===== config.mk =====
export PLATFORM = sky130hd
export DESIGN_NAME = keyboard_flat
export DESIGN_NICKNAME = d
export VERILOG_FILES = /design/src/rtl/keyboard_pkg.sv /design/src/rtl/keyboard_if.sv /design/src/rtl/keyboard_ps2_rx.sv /design/src/rtl/keyboard.sv /design/src/flat_wrapper.sv
export SDC_FILE = /design/constraint.sdc
export NUM_CORES = 1
export LEC_CHECK = 0
export ABC_CLOCK_PERIOD_IN_PS = 2300
export CAP_MARGIN = 20
export CORE_AREA = 2 2 113 115
export DETAILED_ROUTE_END_ITERATION = 10
export DIE_AREA = 0 0 115 117
export GPL_ROUTABILITY_DRIVEN = 1
export PLACE_DENSITY = 0.59
export SLEW_MARGIN = 10
export SYNTH_ARGS = -nofsm -noshare
export SYNTH_HDL_FRONTEND = slang
export SYNTH_SLANG_ARGS = --single-unit

===== constraint.sdc =====
create_clock -name sys_clock -period 2.3 [get_ports sys_clock]
set_input_delay 0.46 -clock sys_clock [delete_from_list [all_inputs] [get_ports sys_clock]]
set_output_delay 0.46 -clock sys_clock [all_outputs]
set_load 0.05 [all_outputs]

===== src/rtl/keyboard_pkg.sv =====
// Shared constants and types for the PS/2 keyboard path: set-2 scancodes,
// Apple-1 ASCII control codes and the receive FSM state type.
package keyboard_pkg;

  localparam logic [7:0] SC_BREAK  = 8'hF0;
  localparam logic [7:0] SC_EXT    = 8'hE0;
  localparam logic [7:0] SC_LSHIFT = 8'h12;
  localparam logic [7:0] SC_RSHIFT = 8'h59;
  localparam logic [7:0] SC_CTRL   = 8'h14;
  localparam logic [7:0] SC_ENTER  = 8'h5A;
  localparam logic [7:0] SC_F1     = 8'h05;

  localparam logic [6:0] ASCII_CR     = 7'h0D;
  localparam logic [6:0] ASCII_ESC    = 7'h1B;
  localparam logic [6:0] ASCII_RUBOUT = 7'h5F;
  localparam logic [6:0] ASCII_SPACE  = 7'h20;

  typedef enum logic [1:0] {
    RX_IDLE   = 2'd0,
    RX_DATA   = 2'd1,
    RX_PARITY = 2'd2,
    RX_STOP   = 2'd3
  } rx_state_t;

  function automatic logic is_letter(input logic [6:0] c);
    return (c >= 7'h41) && (c <= 7'h5A);
  endfunction

endpackage


===== src/rtl/keyboard_if.sv =====
// CPU-side register port of the keyboard block plus its event pulses and a
// debug view of the receive FSM state.
interface keyboard_if;
  import keyboard_pkg::*;

  // key_ready is the valid; an address-0 read qualified by cpu_clken is the
  // ready that consumes it. A new character landing in the same cycle as that
  // read takes priority, so key_ready stays set for the newer character.
  logic       cpu_clken;
  logic       address;
  logic       r_en;
  logic [7:0] dout;
  logic       key_ready;
  logic       clr_screen;
  logic       frame_err;
  rx_state_t  rx_state;

  modport master (
    output cpu_clken, address, r_en,
    input  dout, key_ready, clr_screen, frame_err, rx_state
  );

  modport slave (
    input  cpu_clken, address, r_en,
    output dout, key_ready, clr_screen, frame_err, rx_state
  );

endinterface


===== src/rtl/keyboard_ps2_rx.sv =====
// PS/2 frame receiver: input synchronisers, ps2_clk glitch filter, 11-bit
// frame FSM with odd parity and stop checks, and an inter-edge timeout.
module keyboard_ps2_rx
  import keyboard_pkg::*;
#(
  parameter int FILTER_LEN = 8,
  parameter int TIMEOUT    = 16384
) (
  input  logic       sys_clock,
  input  logic       reset_n,
  input  logic       ps2_clk,
  input  logic       ps2_data,
  output logic [7:0] code,
  output logic       code_valid,
  output logic       frame_err,
  output rx_state_t  state
);

  localparam int FW = $clog2(FILTER_LEN + 1);
  localparam int TW = $clog2(TIMEOUT + 1);

  logic [1:0]    clk_sync;
  logic [1:0]    dat_sync;
  logic          clk_filt;
  logic [FW-1:0] filt_cnt;
  logic [TW-1:0] idle_cnt;
  logic [7:0]    shreg;
  logic [2:0]    bit_cnt;
  logic          par_ok;
  logic          fall;
  logic          dat;

  // The filtered level flips on the cycle the last of FILTER_LEN differing
  // samples arrives; a 1->0 flip is the accepted falling edge.
  assign fall = clk_filt && !clk_sync[1] && (filt_cnt == FW'(FILTER_LEN - 1));
  assign dat  = dat_sync[1];

  always_ff @(posedge sys_clock or negedge reset_n) begin
    if (!reset_n) begin
      clk_sync <= 2'b11;
      dat_sync <= 2'b11;
      clk_filt <= 1'b1;
      filt_cnt <= '0;
    end else begin
      clk_sync <= {clk_sync[0], ps2_clk};
      dat_sync <= {dat_sync[0], ps2_data};
      if (clk_sync[1] == clk_filt) begin
        filt_cnt <= '0;
      end else if (filt_cnt == FW'(FILTER_LEN - 1)) begin
        clk_filt <= clk_sync[1];
        filt_cnt <= '0;
      end else begin
        filt_cnt <= filt_cnt + 1'b1;
      end
    end
  end

  always_ff @(posedge sys_clock or negedge reset_n) begin
    if (!reset_n) begin
      state      <= RX_IDLE;
      code       <= 8'h00;
      code_valid <= 1'b0;
      frame_err  <= 1'b0;
      idle_cnt   <= '0;
      shreg      <= 8'h00;
      bit_cnt    <= 3'd0;
      par_ok     <= 1'b0;
    end else begin
      code_valid <= 1'b0;
      frame_err  <= 1'b0;
      if (state == RX_IDLE) begin
        idle_cnt <= '0;
        if (fall) begin
          if (!dat) begin
            state   <= RX_DATA;
            bit_cnt <= 3'd0;
          end else begin
            frame_err <= 1'b1;
          end
        end
      end else if (fall) begin
        idle_cnt <= '0;
        case (state)
          RX_DATA: begin
            shreg   <= {dat, shreg[7:1]};
            bit_cnt <= bit_cnt + 3'd1;
            if (bit_cnt == 3'd7) state <= RX_PARITY;
          end
          RX_PARITY: begin
            par_ok <= ^{shreg, dat};
            state  <= RX_STOP;
          end
          RX_STOP: begin
            state <= RX_IDLE;
            if (dat && par_ok) begin
              code       <= shreg;
              code_valid <= 1'b1;
            end else begin
              frame_err <= 1'b1;
            end
          end
          default: state <= RX_IDLE;
        endcase
      end else if (idle_cnt == TW'(TIMEOUT - 1)) begin
        // Stalled mid-frame: drop the partial byte without flagging an error.
        state    <= RX_IDLE;
        idle_cnt <= '0;
      end else begin
        idle_cnt <= idle_cnt + 1'b1;
      end
    end
  end

endmodule


===== src/rtl/keyboard.sv =====
// Keyboard top: PS/2 receive, set-2 to Apple-1 ASCII decode with shift/ctrl
// tracking, held key register and KBD/KBDCR read mux.
module keyboard
  import keyboard_pkg::*;
#(
  parameter int FILTER_LEN = 8,
  parameter int TIMEOUT    = 16384
) (
  input  logic        sys_clock,
  input  logic        reset_n,
  input  logic        ps2_clk,
  input  logic        ps2_data,
  keyboard_if.slave   bus
);

  logic [7:0] code;
  logic       code_valid;
  logic       rx_frame_err;
  rx_state_t  rx_state;

  logic       shift_f;
  logic       ctrl_f;
  logic       break_f;
  logic       ext_f;
  logic [7:0] kbd_data;
  logic       key_ready;
  logic       clr_screen;

  logic       map_hit;
  logic [6:0] map_ch;
  logic [6:0] char_out;
  logic       cpu_take;

  keyboard_ps2_rx #(
    .FILTER_LEN (FILTER_LEN),
    .TIMEOUT    (TIMEOUT)
  ) u_rx (
    .sys_clock  (sys_clock),
    .reset_n    (reset_n),
    .ps2_clk    (ps2_clk),
    .ps2_data   (ps2_data),
    .code       (code),
    .code_valid (code_valid),
    .frame_err  (rx_frame_err),
    .state      (rx_state)
  );

  // Set-2 make code to ASCII; letters are always upper case.
  always_comb begin
    map_hit = 1'b1;
    map_ch  = 7'h00;
    case (code)
      8'h1C: map_ch = 7'h41;  8'h32: map_ch = 7'h42;  8'h21: map_ch = 7'h43;
      8'h23: map_ch = 7'h44;  8'h24: map_ch = 7'h45;  8'h2B: map_ch = 7'h46;
      8'h34: map_ch = 7'h47;  8'h33: map_ch = 7'h48;  8'h43: map_ch = 7'h49;
      8'h3B: map_ch = 7'h4A;  8'h42: map_ch = 7'h4B;  8'h4B: map_ch = 7'h4C;
      8'h3A: map_ch = 7'h4D;  8'h31: map_ch = 7'h4E;  8'h44: map_ch = 7'h4F;
      8'h4D: map_ch = 7'h50;  8'h15: map_ch = 7'h51;  8'h2D: map_ch = 7'h52;
      8'h1B: map_ch = 7'h53;  8'h2C: map_ch = 7'h54;  8'h3C: map_ch = 7'h55;
      8'h2A: map_ch = 7'h56;  8'h1D: map_ch = 7'h57;  8'h22: map_ch = 7'h58;
      8'h35: map_ch = 7'h59;  8'h1A: map_ch = 7'h5A;
      8'h16: map_ch = shift_f ? 7'h21 : 7'h31;
      8'h1E: map_ch = shift_f ? 7'h40 : 7'h32;
      8'h26: map_ch = shift_f ? 7'h23 : 7'h33;
      8'h25: map_ch = shift_f ? 7'h24 : 7'h34;
      8'h2E: map_ch = shift_f ? 7'h25 : 7'h35;
      8'h36: map_ch = shift_f ? 7'h5E : 7'h36;
      8'h3D: map_ch = shift_f ? 7'h26 : 7'h37;
      8'h3E: map_ch = shift_f ? 7'h2A : 7'h38;
      8'h46: map_ch = shift_f ? 7'h28 : 7'h39;
      8'h45: map_ch = shift_f ? 7'h29 : 7'h30;
      8'h4E: map_ch = shift_f ? 7'h5F : 7'h2D;
      8'h55: map_ch = shift_f ? 7'h2B : 7'h3D;
      8'h41: map_ch = shift_f ? 7'h3C : 7'h2C;
      8'h49: map_ch = shift_f ? 7'h3E : 7'h2E;
      8'h4A: map_ch = shift_f ? 7'h3F : 7'h2F;
      8'h4C: map_ch = shift_f ? 7'h3A : 7'h3B;
      8'h52: map_ch = shift_f ? 7'h22 : 7'h27;
      8'h54: map_ch = shift_f ? 7'h7B : 7'h5B;
      8'h5B: map_ch = shift_f ? 7'h7D : 7'h5D;
      8'h5D: map_ch = shift_f ? 7'h7C : 7'h5C;
      8'h0E: map_ch = shift_f ? 7'h7E : 7'h60;
      SC_ENTER: map_ch = ASCII_CR;
      8'h66:    map_ch = ASCII_RUBOUT;
      8'h76:    map_ch = ASCII_ESC;
      8'h29:    map_ch = ASCII_SPACE;
      default:  map_hit = 1'b0;
    endcase
  end

  assign char_out = (ctrl_f && is_letter(map_ch)) ? (map_ch & 7'h1F) : map_ch;
  assign cpu_take = bus.cpu_clken && bus.r_en && !bus.address;

  always_ff @(posedge sys_clock or negedge reset_n) begin
    if (!reset_n) begin
      shift_f    <= 1'b0;
      ctrl_f     <= 1'b0;
      break_f    <= 1'b0;
      ext_f      <= 1'b0;
      kbd_data   <= 8'h00;
      key_ready  <= 1'b0;
      clr_screen <= 1'b0;
    end else begin
      clr_screen <= 1'b0;
      if (cpu_take) key_ready <= 1'b0;
      if (code_valid) begin
        if (code == SC_BREAK) begin
          break_f <= 1'b1;
        end else if (code == SC_EXT) begin
          ext_f <= 1'b1;
        end else if (break_f) begin
          if (code == SC_LSHIFT || code == SC_RSHIFT) shift_f <= 1'b0;
          if (code == SC_CTRL) ctrl_f <= 1'b0;
          break_f <= 1'b0;
          ext_f   <= 1'b0;
        end else if (ext_f) begin
          ext_f <= 1'b0;
          if (code == SC_ENTER) begin
            kbd_data  <= {1'b1, ASCII_CR};
            key_ready <= 1'b1;
          end
        end else if (code == SC_LSHIFT || code == SC_RSHIFT) begin
          shift_f <= 1'b1;
        end else if (code == SC_CTRL) begin
          ctrl_f <= 1'b1;
        end else if (code == SC_F1) begin
          clr_screen <= 1'b1;
        end else if (map_hit) begin
          // Written after the read clear so a coincident new character wins.
          kbd_data  <= {1'b1, char_out};
          key_ready <= 1'b1;
        end
      end
    end
  end

  assign bus.dout       = bus.address ? {key_ready, 7'b0} : kbd_data;
  assign bus.key_ready  = key_ready;
  assign bus.clr_screen = clr_screen;
  assign bus.frame_err  = rx_frame_err;
  assign bus.rx_state   = rx_state;

endmodule

===== src/flat_wrapper.sv =====
// flat-port wrapper written by rule: the top's interface ports become plain ports
module keyboard_flat import keyboard_pkg::*;
#(
  parameter int FILTER_LEN = 8,
  parameter int TIMEOUT    = 16384
)
  (sys_clock, reset_n, ps2_clk, ps2_data, bus_cpu_clken, bus_address, bus_r_en, bus_dout, bus_key_ready, bus_clr_screen, bus_frame_err, bus_rx_state);
  keyboard_if bus_i ();
  input  logic sys_clock;
  input  logic reset_n;
  input  logic ps2_clk;
  input  logic ps2_data;
  input wire logic [$bits(bus_i.cpu_clken)-1:0] bus_cpu_clken;
  input wire logic [$bits(bus_i.address)-1:0] bus_address;
  input wire logic [$bits(bus_i.r_en)-1:0] bus_r_en;
  output wire logic [$bits(bus_i.dout)-1:0] bus_dout;
  output wire logic [$bits(bus_i.key_ready)-1:0] bus_key_ready;
  output wire logic [$bits(bus_i.clr_screen)-1:0] bus_clr_screen;
  output wire logic [$bits(bus_i.frame_err)-1:0] bus_frame_err;
  output wire logic [$bits(bus_i.rx_state)-1:0] bus_rx_state;
  assign bus_i.cpu_clken = bus_cpu_clken;
  assign bus_i.address = bus_address;
  assign bus_i.r_en = bus_r_en;
  assign bus_dout = bus_i.dout;
  assign bus_key_ready = bus_i.key_ready;
  assign bus_clr_screen = bus_i.clr_screen;
  assign bus_frame_err = bus_i.frame_err;
  assign bus_rx_state = bus_i.rx_state;
  keyboard #(.FILTER_LEN(FILTER_LEN), .TIMEOUT(TIMEOUT)) u_core (.sys_clock(sys_clock), .reset_n(reset_n), .ps2_clk(ps2_clk), .ps2_data(ps2_data), .bus(bus_i));
endmodule

==> run_summary.xml, run 1 <==
<?xml version="1.0" encoding="UTF-8"?>
<metrics>
  <group name="worst_setup_path">
    <metric name="ff2ff_path_depth" unit="">10</metric>
    <metric name="cp_data_arrival_time" unit="ns">2.89</metric>
    <metric name="crit_path_category" unit="">reg -&gt; reg</metric>
    <metric name="worst-r2r-setup-slack" unit="ns">-0.34</metric>
    <metric name="cp-endpoint" unit="">u_core.kbd_data[6]</metric>
    <metric name="critPathSlowestCell" unit="">or4_4</metric>
    <metric name="rr_endpoint" unit="">u_core.kbd_data[6]</metric>
    <metric name="worstPathRequired" unit="ns">2.55</metric>
    <metric name="slowest_delay" unit="ns">0.53</metric>
    <metric name="crit_start" unit="">u_core.u_rx.code[2]</metric>
    <metric name="critPathLaunchType" unit="">flip-flop</metric>
    <metric name="critPathCaptureType" unit="">flip-flop</metric>
    <metric name="r2r-start" unit="">u_core.u_rx.code[2]</metric>
    <metric name="crit_path_cell_trace" unit="">buf_12, buf_6, or2b_1, nor2_2, o2bb2ai_1, a32oi_2, o41ai_2, or4_4, or3_1, a32oi_1</metric>
    <metric name="worstPathMaxFanout" unit="">6</metric>
  </group>
  <group name="power">
    <metric name="total_power_density_per_cell_area" unit="nW/µm²">419</metric>
    <metric name="max-vdd-ir-drop" unit="mV">0.423</metric>
    <metric name="p_total" unit="mW">2.58</metric>
    <metric name="power.static_leakage" unit="nW">2.73</metric>
  </group>
  <group name="yosys">
    <metric name="synth_edf_count" unit="">0</metric>
    <metric name="syn-num-nets" unit="">477</metric>
    <metric name="mean_cell_area_of_the_mapped_netlist" unit="µm²">9.19</metric>
    <metric name="netlist_area" unit="µm²">4230</metric>
    <metric name="synth.yosys.seq_area_share" unit="%">36.9</metric>
    <metric name="synth_seq_cells" unit="">62</metric>
    <metric name="synthCells" unit="">460</metric>
    <metric name="yosys.cell_types.count" unit="">73</metric>
    <metric name="ys.warnings.count" unit="">0</metric>
    <metric name="async_reset_ff_share" unit="%">100</metric>
    <metric name="predominant_post_synthesis_flop_cell" unit="">dfrtp_1</metric>
  </group>
  <group name="timing">
    <metric name="finalCritPeriodShare" unit="%">115</metric>
    <metric name="timing_hold_violations_final" unit="">0</metric>
    <metric name="drv_slew" unit="">0</metric>
    <metric name="rsz_0062_raised_after_global_routing" unit="">true</metric>
    <metric name="timing.final.ws_setup" unit="ns">-0.343</metric>
    <metric name="max_slew_margin" unit="%">62.7</metric>
    <metric name="max_slew.worst_pin.slew" unit="ns">0.551</metric>
    <metric name="timing.clock.skew" unit="ns">0.0127</metric>
    <metric name="report.final.setup_viol" unit="">9</metric>
    <metric name="clock.fmax" unit="MHz">378</metric>
    <metric name="period_needed" unit="ns">2.64</metric>
  </group>
  <group name="route">
    <metric name="drt_first_iter_violations" unit="">329</metric>
    <metric name="detail_route.wirelength" unit="mm">13.0</metric>
    <metric name="vias" unit="">4114</metric>
    <metric name="average_detailed_routed_wire_length_per_instance" unit="µm">17.5</metric>
    <metric name="drt-pass1-iter-count" unit="">5</metric>
    <metric name="drcViolationCount" unit="">0</metric>
    <metric name="number_of_vias_per_cell_after_detailed_routing" unit="">5.54</metric>
    <metric name="postRouteAntennaNets" unit="">0</metric>
  </group>
  <group name="status">
    <metric name="failed_checks" unit="">negative setup slack</metric>
    <metric name="result_of_the_run" unit="">complete, but fails checks</metric>
  </group>
  <group name="clock_network">
    <metric name="clk_latency_worst_skew_pair" unit="ns">0.34</metric>
    <metric name="htree_levels" unit="">3</metric>
    <metric name="cts_made_buffers" unit="">9</metric>
    <metric name="cts-root-to-sink-buffers" unit="">2</metric>
    <metric name="clk_pin_slew" unit="ns">0.07</metric>
    <metric name="cts.root.buffer_cell" unit="">clkbuf_16</metric>
    <metric name="cts_hold_repair.buffers" unit="">0</metric>
    <metric name="cts_tree" unit="">done</metric>
    <metric name="clock_sinks" unit="">62</metric>
  </group>
  <group name="cells_and_area">
    <metric name="layout-drive-gt1-share" unit="%">38.3</metric>
    <metric name="layout.nets" unit="">605</metric>
    <metric name="areaGrowthSynthToFinish" unit="%">45.7</metric>
    <metric name="antenna_cells" unit="">0</metric>
    <metric name="num-fill-cells" unit="">1110</metric>
  </group>
  <group name="min_path">
    <metric name="holdCritPathClass" unit="">in -&gt; async</metric>
  </group>
  <group name="global_routing">
    <metric name="pin_count_of_the_biggest_net_entering_global_routing" unit="">63</metric>
    <metric name="grt_pass1_vias" unit="">4045</metric>
    <metric name="wire_length_of_the_first_global_routing_pass" unit="mm">20.1</metric>
    <metric name="grt_util_overall" unit="%">19.2</metric>
    <metric name="grt_antenna_before_repair" unit="">0</metric>
    <metric name="overflow" unit="">0</metric>
  </group>
  <group name="place">
    <metric name="dpl.hpwl" unit="mm">8.90</metric>
    <metric name="place.gp.congestion" unit="">0.968</metric>
    <metric name="preCtsSetupSlack" unit="ns">-0.495</metric>
    <metric name="port_buffers" unit="">19</metric>
  </group>
  <group name="floorplan">
    <metric name="die_h" unit="µm">117</metric>
    <metric name="placement_rows" unit="">41</metric>
    <metric name="floorplan.core_area" unit="µm²">12300</metric>
    <metric name="floorplan.die_area" unit="µm²">13500</metric>
    <metric name="initial_utilization" unit="%">34.3</metric>
    <metric name="die_width" unit="µm">115</metric>
    <metric name="num_io_pins" unit="">20</metric>
  </group>
  <group name="run">
    <metric name="cap_violations" unit="">0</metric>
  </group>
</metrics>
## cell usage in the layout, fill, tap and decap left out, types with 7 or more instances in the layout
| cell | synthesis | layout |
|---|---|---|
| buf_4 | 6 | 113 |
| dfrtp_1 | 57 | 52 |
| nand2_1 | 50 | 42 |
| nor2_1 | 36 | 34 |
| o21ai_0 | 28 | 23 |
| nor2b_1 | 19 | 19 |
| nand3_1 | 18 | 18 |
| mux2_2 | 16 | 16 |
| buf_12 | 0 | 16 |
| xnor2_1 | 13 | 13 |
| a21oi_1 | 14 | 13 |
| xor2_1 | 11 | 11 |
| clkbuf_16 | 0 | 11 |
| ha_1 | 10 | 10 |
| clkdlybuf4s50_1 | 0 | 10 |
| nor3_1 | 9 | 9 |
| nand2b_1 | 9 | 8 |
| inv_1 | 8 | 7 |
| a31oi_1 | 7 | 7 |
## state kept, by name, summed over array words and instances (netlist names), 2 cells and up
name and cells:
u_core.u_rx.idle_cnt 15, u_core.u_rx.code 8, u_core.u_rx.shreg 8, u_core.kbd_data 8, u_core.u_rx.bit_cnt 3, u_core.u_rx.clk_sync 2, u_core.u_rx.filt_cnt 4, u_core.u_rx.dat_sync 2
u_core.u_rx.state 2
## synth_stat cells (6+ instances only)
library cell | n | area, µm²
a21oi_1 | 14 | 70.1
nand2_1 | 50 | 188
nor2b_1 | 19 | 119
and2_1 | 6 | 37.5
inv_1 | 8 | 30.0
a31oi_1 | 7 | 43.8
xor2_1 | 11 | 96.3
clkbuf_1 | 9 | 33.8
mux2_2 | 16 | 180
buf_2 | 12 | 60.1
buf_4 | 6 | 45.0
and3_1 | 6 | 37.5
xnor2_1 | 13 | 114
nor3_1 | 9 | 45.0
nand3_1 | 18 | 90.1
nor2_1 | 36 | 135
nand2b_1 | 9 | 56.3
dfrtp_1 | 57 | 1430
a32oi_1 | 7 | 61.3
nand4_1 | 6 | 37.5
o21ai_0 | 28 | 140
ha_1 | 10 | 125
## timing repair
action,4_1_cts,5_1_grt
resized for setup,26,42
pin swaps,7,31
setup buffers,7,13
gates cloned,1,2
setup endpoints to repair,9,15
## cells by family after synthesis
group / synth area share [%]
flip-flops: 36.9
buffers and inverters: 5.33
AND/OR/NAND/NOR: 27.9
adder cells (fa/ha/maj): 2.96
AO/OA/AOI/OAI: 17.2
XOR/XNOR: 4.97
multiplexers: 4.74
## report_power, final
group          internal [mW]  switching (mW)  leakage [nW]
clock network          0.865           0.493         0.143
registers               1.12          0.0169         0.838
logic                 0.0389          0.0480          1.75
## worst min-delay path by stage
stage,cells past startpoint,from,slack (ns),endpoint
after floorplan,0,reset_n,0.16,u_core.break_f
after global placement,0,u_core.u_rx.dat_sync[0],0.35,u_core.u_rx.dat_sync[1]
after detailed placement,0,u_core.u_rx.dat_sync[0],0.35,u_core.u_rx.dat_sync[1]
after CTS,2,reset_n,0.14,u_core.u_rx.code[5]
after global routing,2,reset_n,0.16,u_core.u_rx.filt_cnt[0]
final,2,reset_n,0.14,u_core.u_rx.code[5]
## final cells by class
type / instances / area (µm²) / area share, %
clock inverters: 4 / 47.5 / 0.772
multi-input cells: 358 / 2660 / 43.1
clock buffers: 12 / 246 / 4.00
flip-flops and latches: 62 / 1560 / 25.4
repair buffers: 149 / 1420 / 23.1
inverters: 8 / 33.8 / 0.548
well taps: 150 / 188 / 3.05
## worst max-delay path, delay by kind of cell (launching register included)
kind	cells	cell delay, ns
simple gates	4	1.14
buf+inv	2	0.26
flops	1	0.41
compound gates	4	0.77
## through the flow
stage	std cells	hold WS (ns)	area (µm²)	setup TNS (ns)	utilization, %
2_1_floorplan	460	0.164	4250	-0.515	-
3_3_place_gp	704	0.346	5340	-3.24	43.4
3_5_place_dp	704	0.347	5340	-3.63	43.4
4_1_cts	728	0.139	5840	-1.73	47.4
5_1_grt	743	0.161	6160	-3.00	50.0
6_report	743	0.137	6160	-2.37	50.0
## layer usage
layer | routed length, µm | up-vias | track usage [%]
met5 | 0 | - | 0
met4 | 683 | 0 | 10.7
met3 | 676 | 55 | 3.45
met2 | 6200 | 149 | 31.6
met1 | 5480 | 1972 | 23.9
li1 | - | 1938 | -
Note: power is estimated with default switching activity, not from simulation.
==> run 2: changes to the inputs <==
--- a/config.mk
+++ b/config.mk
@@ -5,11 +5,12 @@
 export SDC_FILE = /design/constraint.sdc
 export NUM_CORES = 1
 export LEC_CHECK = 0
+export ABC_AREA = 1
 export ABC_CLOCK_PERIOD_IN_PS = 2300
 export CAP_MARGIN = 20
-export CORE_AREA = 2 2 113 115
+export CORE_AREA = 2 2 110 112
 export DETAILED_ROUTE_END_ITERATION = 10
-export DIE_AREA = 0 0 115 117
+export DIE_AREA = 0 0 112 114
 export GPL_ROUTABILITY_DRIVEN = 1
 export PLACE_DENSITY = 0.59
 export SLEW_MARGIN = 10
==> run_summary.xml, run 2 <==
<?xml version="1.0" encoding="UTF-8"?>
<metrics>
  <group name="global_routing">
    <metric name="pin_count_of_the_biggest_net_entering_global_routing" unit="">41</metric>
    <metric name="overflow" unit="">0</metric>
    <metric name="grt_antenna_before_repair" unit="">0</metric>
    <metric name="wire_length_of_the_first_global_routing_pass" unit="mm">17.0</metric>
    <metric name="grt_pass1_vias" unit="">3752</metric>
    <metric name="grt_util_overall" unit="%">16.3</metric>
  </group>
  <group name="worst_setup_path">
    <metric name="path_depth" unit="">15</metric>
    <metric name="worstPathRequired" unit="ns">2.56</metric>
    <metric name="crit_start" unit="">u_core.u_rx.code[2]</metric>
    <metric name="critPathLaunchType" unit="">flip-flop</metric>
    <metric name="crit_path_cell_trace" unit="">inv_1, nand2_1, nor2_1, nand2_1, nand2_1, nor2_1, nand2_1, nor2_1, nand3_1, nand2_1, nand2_1, nand2_1, nand3_1, nand2_1, nand2_1</metric>
    <metric name="ff2ff_path_depth" unit="">15</metric>
    <metric name="critPathSlowestCell" unit="">dfrtp_1</metric>
    <metric name="r2r-start" unit="">u_core.u_rx.code[2]</metric>
    <metric name="cp_top_family" unit="">simple AND/OR/NAND/NOR gates</metric>
    <metric name="timing.critical_path.buf_inv" unit="">1</metric>
    <metric name="critPathMostFrequentCell" unit="">nand2_1</metric>
    <metric name="worstPathMaxFanout" unit="">5</metric>
    <metric name="slowest_delay" unit="ns">0.41</metric>
    <metric name="crit_path_category" unit="">reg -&gt; reg</metric>
    <metric name="cp_data_arrival_time" unit="ns">2.37</metric>
    <metric name="critPathCaptureType" unit="">flip-flop</metric>
  </group>
  <group name="timing">
    <metric name="rsz_0062_raised_after_global_routing" unit="">false</metric>
    <metric name="drv_slew" unit="">0</metric>
    <metric name="fin_tns_setup" unit="ns">0</metric>
    <metric name="timing.clock.skew" unit="ns">0.0102</metric>
    <metric name="period_needed" unit="ns">2.11</metric>
    <metric name="max_slew_margin" unit="%">63.6</metric>
    <metric name="clock.fmax" unit="MHz">475</metric>
    <metric name="timing_hold_violations_final" unit="">0</metric>
    <metric name="report.final.setup_viol" unit="">0</metric>
    <metric name="max_slew.worst_pin.slew" unit="ns">0.545</metric>
    <metric name="finalCritPeriodShare" unit="%">91.5</metric>
    <metric name="timing.final.ws_setup" unit="ns">0.194</metric>
    <metric name="fin_hold_ws" unit="ns">0.113</metric>
  </group>
  <group name="yosys">
    <metric name="yosysTopAreaCell" unit="">dfrtp_1</metric>
    <metric name="synth_seq_cells" unit="">62</metric>
    <metric name="synth.most_common_cell" unit="">nand2_1</metric>
    <metric name="async_reset_ff_share" unit="%">100</metric>
    <metric name="ys.warnings.count" unit="">0</metric>
    <metric name="yosys.cell_types.count" unit="">35</metric>
    <metric name="post-synth-top-area-fraction" unit="%">36.1</metric>
    <metric name="syn-num-nets" unit="">601</metric>
    <metric name="synth_top_cells_by_count" unit="">nand2_1, nor2_1, inv_1</metric>
    <metric name="synth_area_leaders" unit="">dfrtp_1, nand2_1, nor2_1</metric>
    <metric name="predominant_post_synthesis_flop_cell" unit="">dfrtp_1</metric>
    <metric name="mean_cell_area_of_the_mapped_netlist" unit="µm²">6.76</metric>
    <metric name="synthCells" unit="">584</metric>
    <metric name="synth.yosys.seq_area_share" unit="%">39.5</metric>
    <metric name="netlist_area" unit="µm²">3950</metric>
    <metric name="synth_edf_count" unit="">0</metric>
  </group>
  <group name="clock_network">
    <metric name="clk_latency_worst_skew_pair" unit="ns">0.33</metric>
    <metric name="clk_pin_slew" unit="ns">0.06</metric>
    <metric name="cts.root.buffer_cell" unit="">clkbuf_16</metric>
    <metric name="post-cts-setup-buffer-count" unit="">0</metric>
    <metric name="cts_made_buffers" unit="">9</metric>
    <metric name="cts_tree" unit="">done</metric>
    <metric name="htree_levels" unit="">3</metric>
    <metric name="clock_sinks" unit="">62</metric>
    <metric name="cts-root-to-sink-buffers" unit="">2</metric>
  </group>
  <group name="route">
    <metric name="vias" unit="">3749</metric>
    <metric name="number_of_vias_per_cell_after_detailed_routing" unit="">4.84</metric>
    <metric name="drcViolationCount" unit="">0</metric>
    <metric name="postRouteAntennaNets" unit="">0</metric>
    <metric name="drt_first_iter_violations" unit="">203</metric>
    <metric name="average_detailed_routed_wire_length_per_instance" unit="µm">12.8</metric>
    <metric name="detail_route.wirelength" unit="mm">9.93</metric>
    <metric name="drt-pass1-iter-count" unit="">4</metric>
  </group>
  <group name="floorplan">
    <metric name="initial_utilization" unit="%">33.7</metric>
    <metric name="die_width" unit="µm">112</metric>
    <metric name="placement_rows" unit="">40</metric>
    <metric name="floorplan.core_area" unit="µm²">11700</metric>
    <metric name="num_io_pins" unit="">20</metric>
    <metric name="die_h" unit="µm">114</metric>
    <metric name="floorplan.die_area" unit="µm²">12800</metric>
  </group>
  <group name="power">
    <metric name="total_power_density_per_cell_area" unit="nW/µm²">547</metric>
    <metric name="max-vdd-ir-drop" unit="mV">0.291</metric>
    <metric name="power.static_leakage" unit="nW">2.55</metric>
  </group>
  <group name="cells_and_area">
    <metric name="layout.nets" unit="">640</metric>
    <metric name="registers.top_by_ff_count" unit="">u_core.u_rx.idle_cnt</metric>
    <metric name="largest_register_ffs" unit="">15</metric>
    <metric name="areaGrowthSynthToFinish" unit="%">22.4</metric>
    <metric name="layout_commonest_cell" unit="">nand2_1</metric>
    <metric name="antenna_cells" unit="">0</metric>
    <metric name="mostFrequentLayoutCells" unit="">nand2_1, nor2_1, inv_1, dfrtp_1, o21ai_0</metric>
    <metric name="num-fill-cells" unit="">1206</metric>
    <metric name="postLayoutCoreUtil" unit="%">41.3</metric>
    <metric name="layout-drive-gt1-share" unit="%">11.9</metric>
  </group>
  <group name="place">
    <metric name="place.gp.congestion" unit="">0.999</metric>
    <metric name="port_buffers" unit="">19</metric>
    <metric name="preCtsSetupSlack" unit="ns">0.0204</metric>
    <metric name="dpl.hpwl" unit="mm">7.66</metric>
  </group>
  <group name="status">
    <metric name="result_of_the_run" unit="">finished, final reports clean</metric>
  </group>
  <group name="min_path">
    <metric name="holdCritPathClass" unit="">in -&gt; async</metric>
  </group>
  <group name="run">
    <metric name="cap_violations" unit="">0</metric>
  </group>
</metrics>
[run 2: cell types whose count changed in the layout (fill, tap and decap cells not counted), moves of 8 or more]
cell      delta
o21ai_0     +11
nor2b_1     -19
mux2_2      -16
inv_1       +62
buf_4       -98
nand2b_1     -8
nor2_1      +63
nand3_1      +9
nand2_1    +147
[run 2: final cells by class]
class                           count  area, µm²  share of cell area (%)
Inverter                           73        274                    5.67
Clock inverter                      7       80.1                    1.66
Tap cell                          147        184                    3.81
Sequential cell                    62       1560                    32.2
Multi-Input combinational cell    441       2090                    43.3
Clock buffer                        9        225                    4.66
Timing Repair Buffer               36        418                    8.65
[run 2: repair_timing]
item / in CTS / in global routing
setup endpoints to repair: 2 / 8
hold buffers: 0 / 0
gates cloned: 0 / 0
gates resized for setup: 1 / 5
pin swaps: 0 / 1
[run 2: final timing paths]
| path | endpoint | slack (ns) |
|---|---|---|
| worst min register to register | u_core.u_rx.clk_sync[1] | 0.35 |
| max in group asynchronous | u_core.break_f | 1.59 |
| worst max-delay path | u_core.kbd_data[6] | 0.19 |
| worst min-delay path | u_core.u_rx.filt_cnt[0] | 0.11 |
| min in group sys_clock | u_core.u_rx.clk_sync[1] | 0.35 |
| worst max register to register | u_core.kbd_data[6] | 0.19 |
[run 2: power breakdown]
part | total, mW | switching, mW | internal, mW
clock | 1.38 | 0.527 | 0.849
sequential | 1.15 | 0.0219 | 1.13
combinational | 0.113 | 0.0698 | 0.0428
total | 2.64 | 0.619 | 2.02
[run 2: per-layer routing]
| metal | global-route usage [%] | wire, µm |
|---|---|---|
| met5 | 0 | 0 |
| met4 | 6.50 | 293 |
| met3 | 3.72 | 493 |
| met2 | 27.8 | 4710 |
| met1 | 20.2 | 4430 |
[run 2: kinds of logic after synthesis]
| kind of cell | count (synthesis) | share of synthesized area [%] |
|---|---|---|
| AOI/OAI and AO/OA | 60 | 8.59 |
| and+or+nand+nor | 356 | 37.4 |
| xor gates and xnor gates | 14 | 3.11 |
| adders and majority gates | 10 | 3.17 |
| DFF | 62 | 39.5 |
| buffers and inverters | 81 | 7.99 |
| muxes | 1 | 0.254 |
[run 2: stage by stage]
step           area, µm²  instances  total power, mW
2_1_floorplan       3950        584             1.23
3_3_place_gp        4510        759             1.28
3_5_place_dp        4510        759             1.29
4_1_cts             4820        775             2.68
5_1_grt             4830        775             2.75
6_report            4830        775             2.64
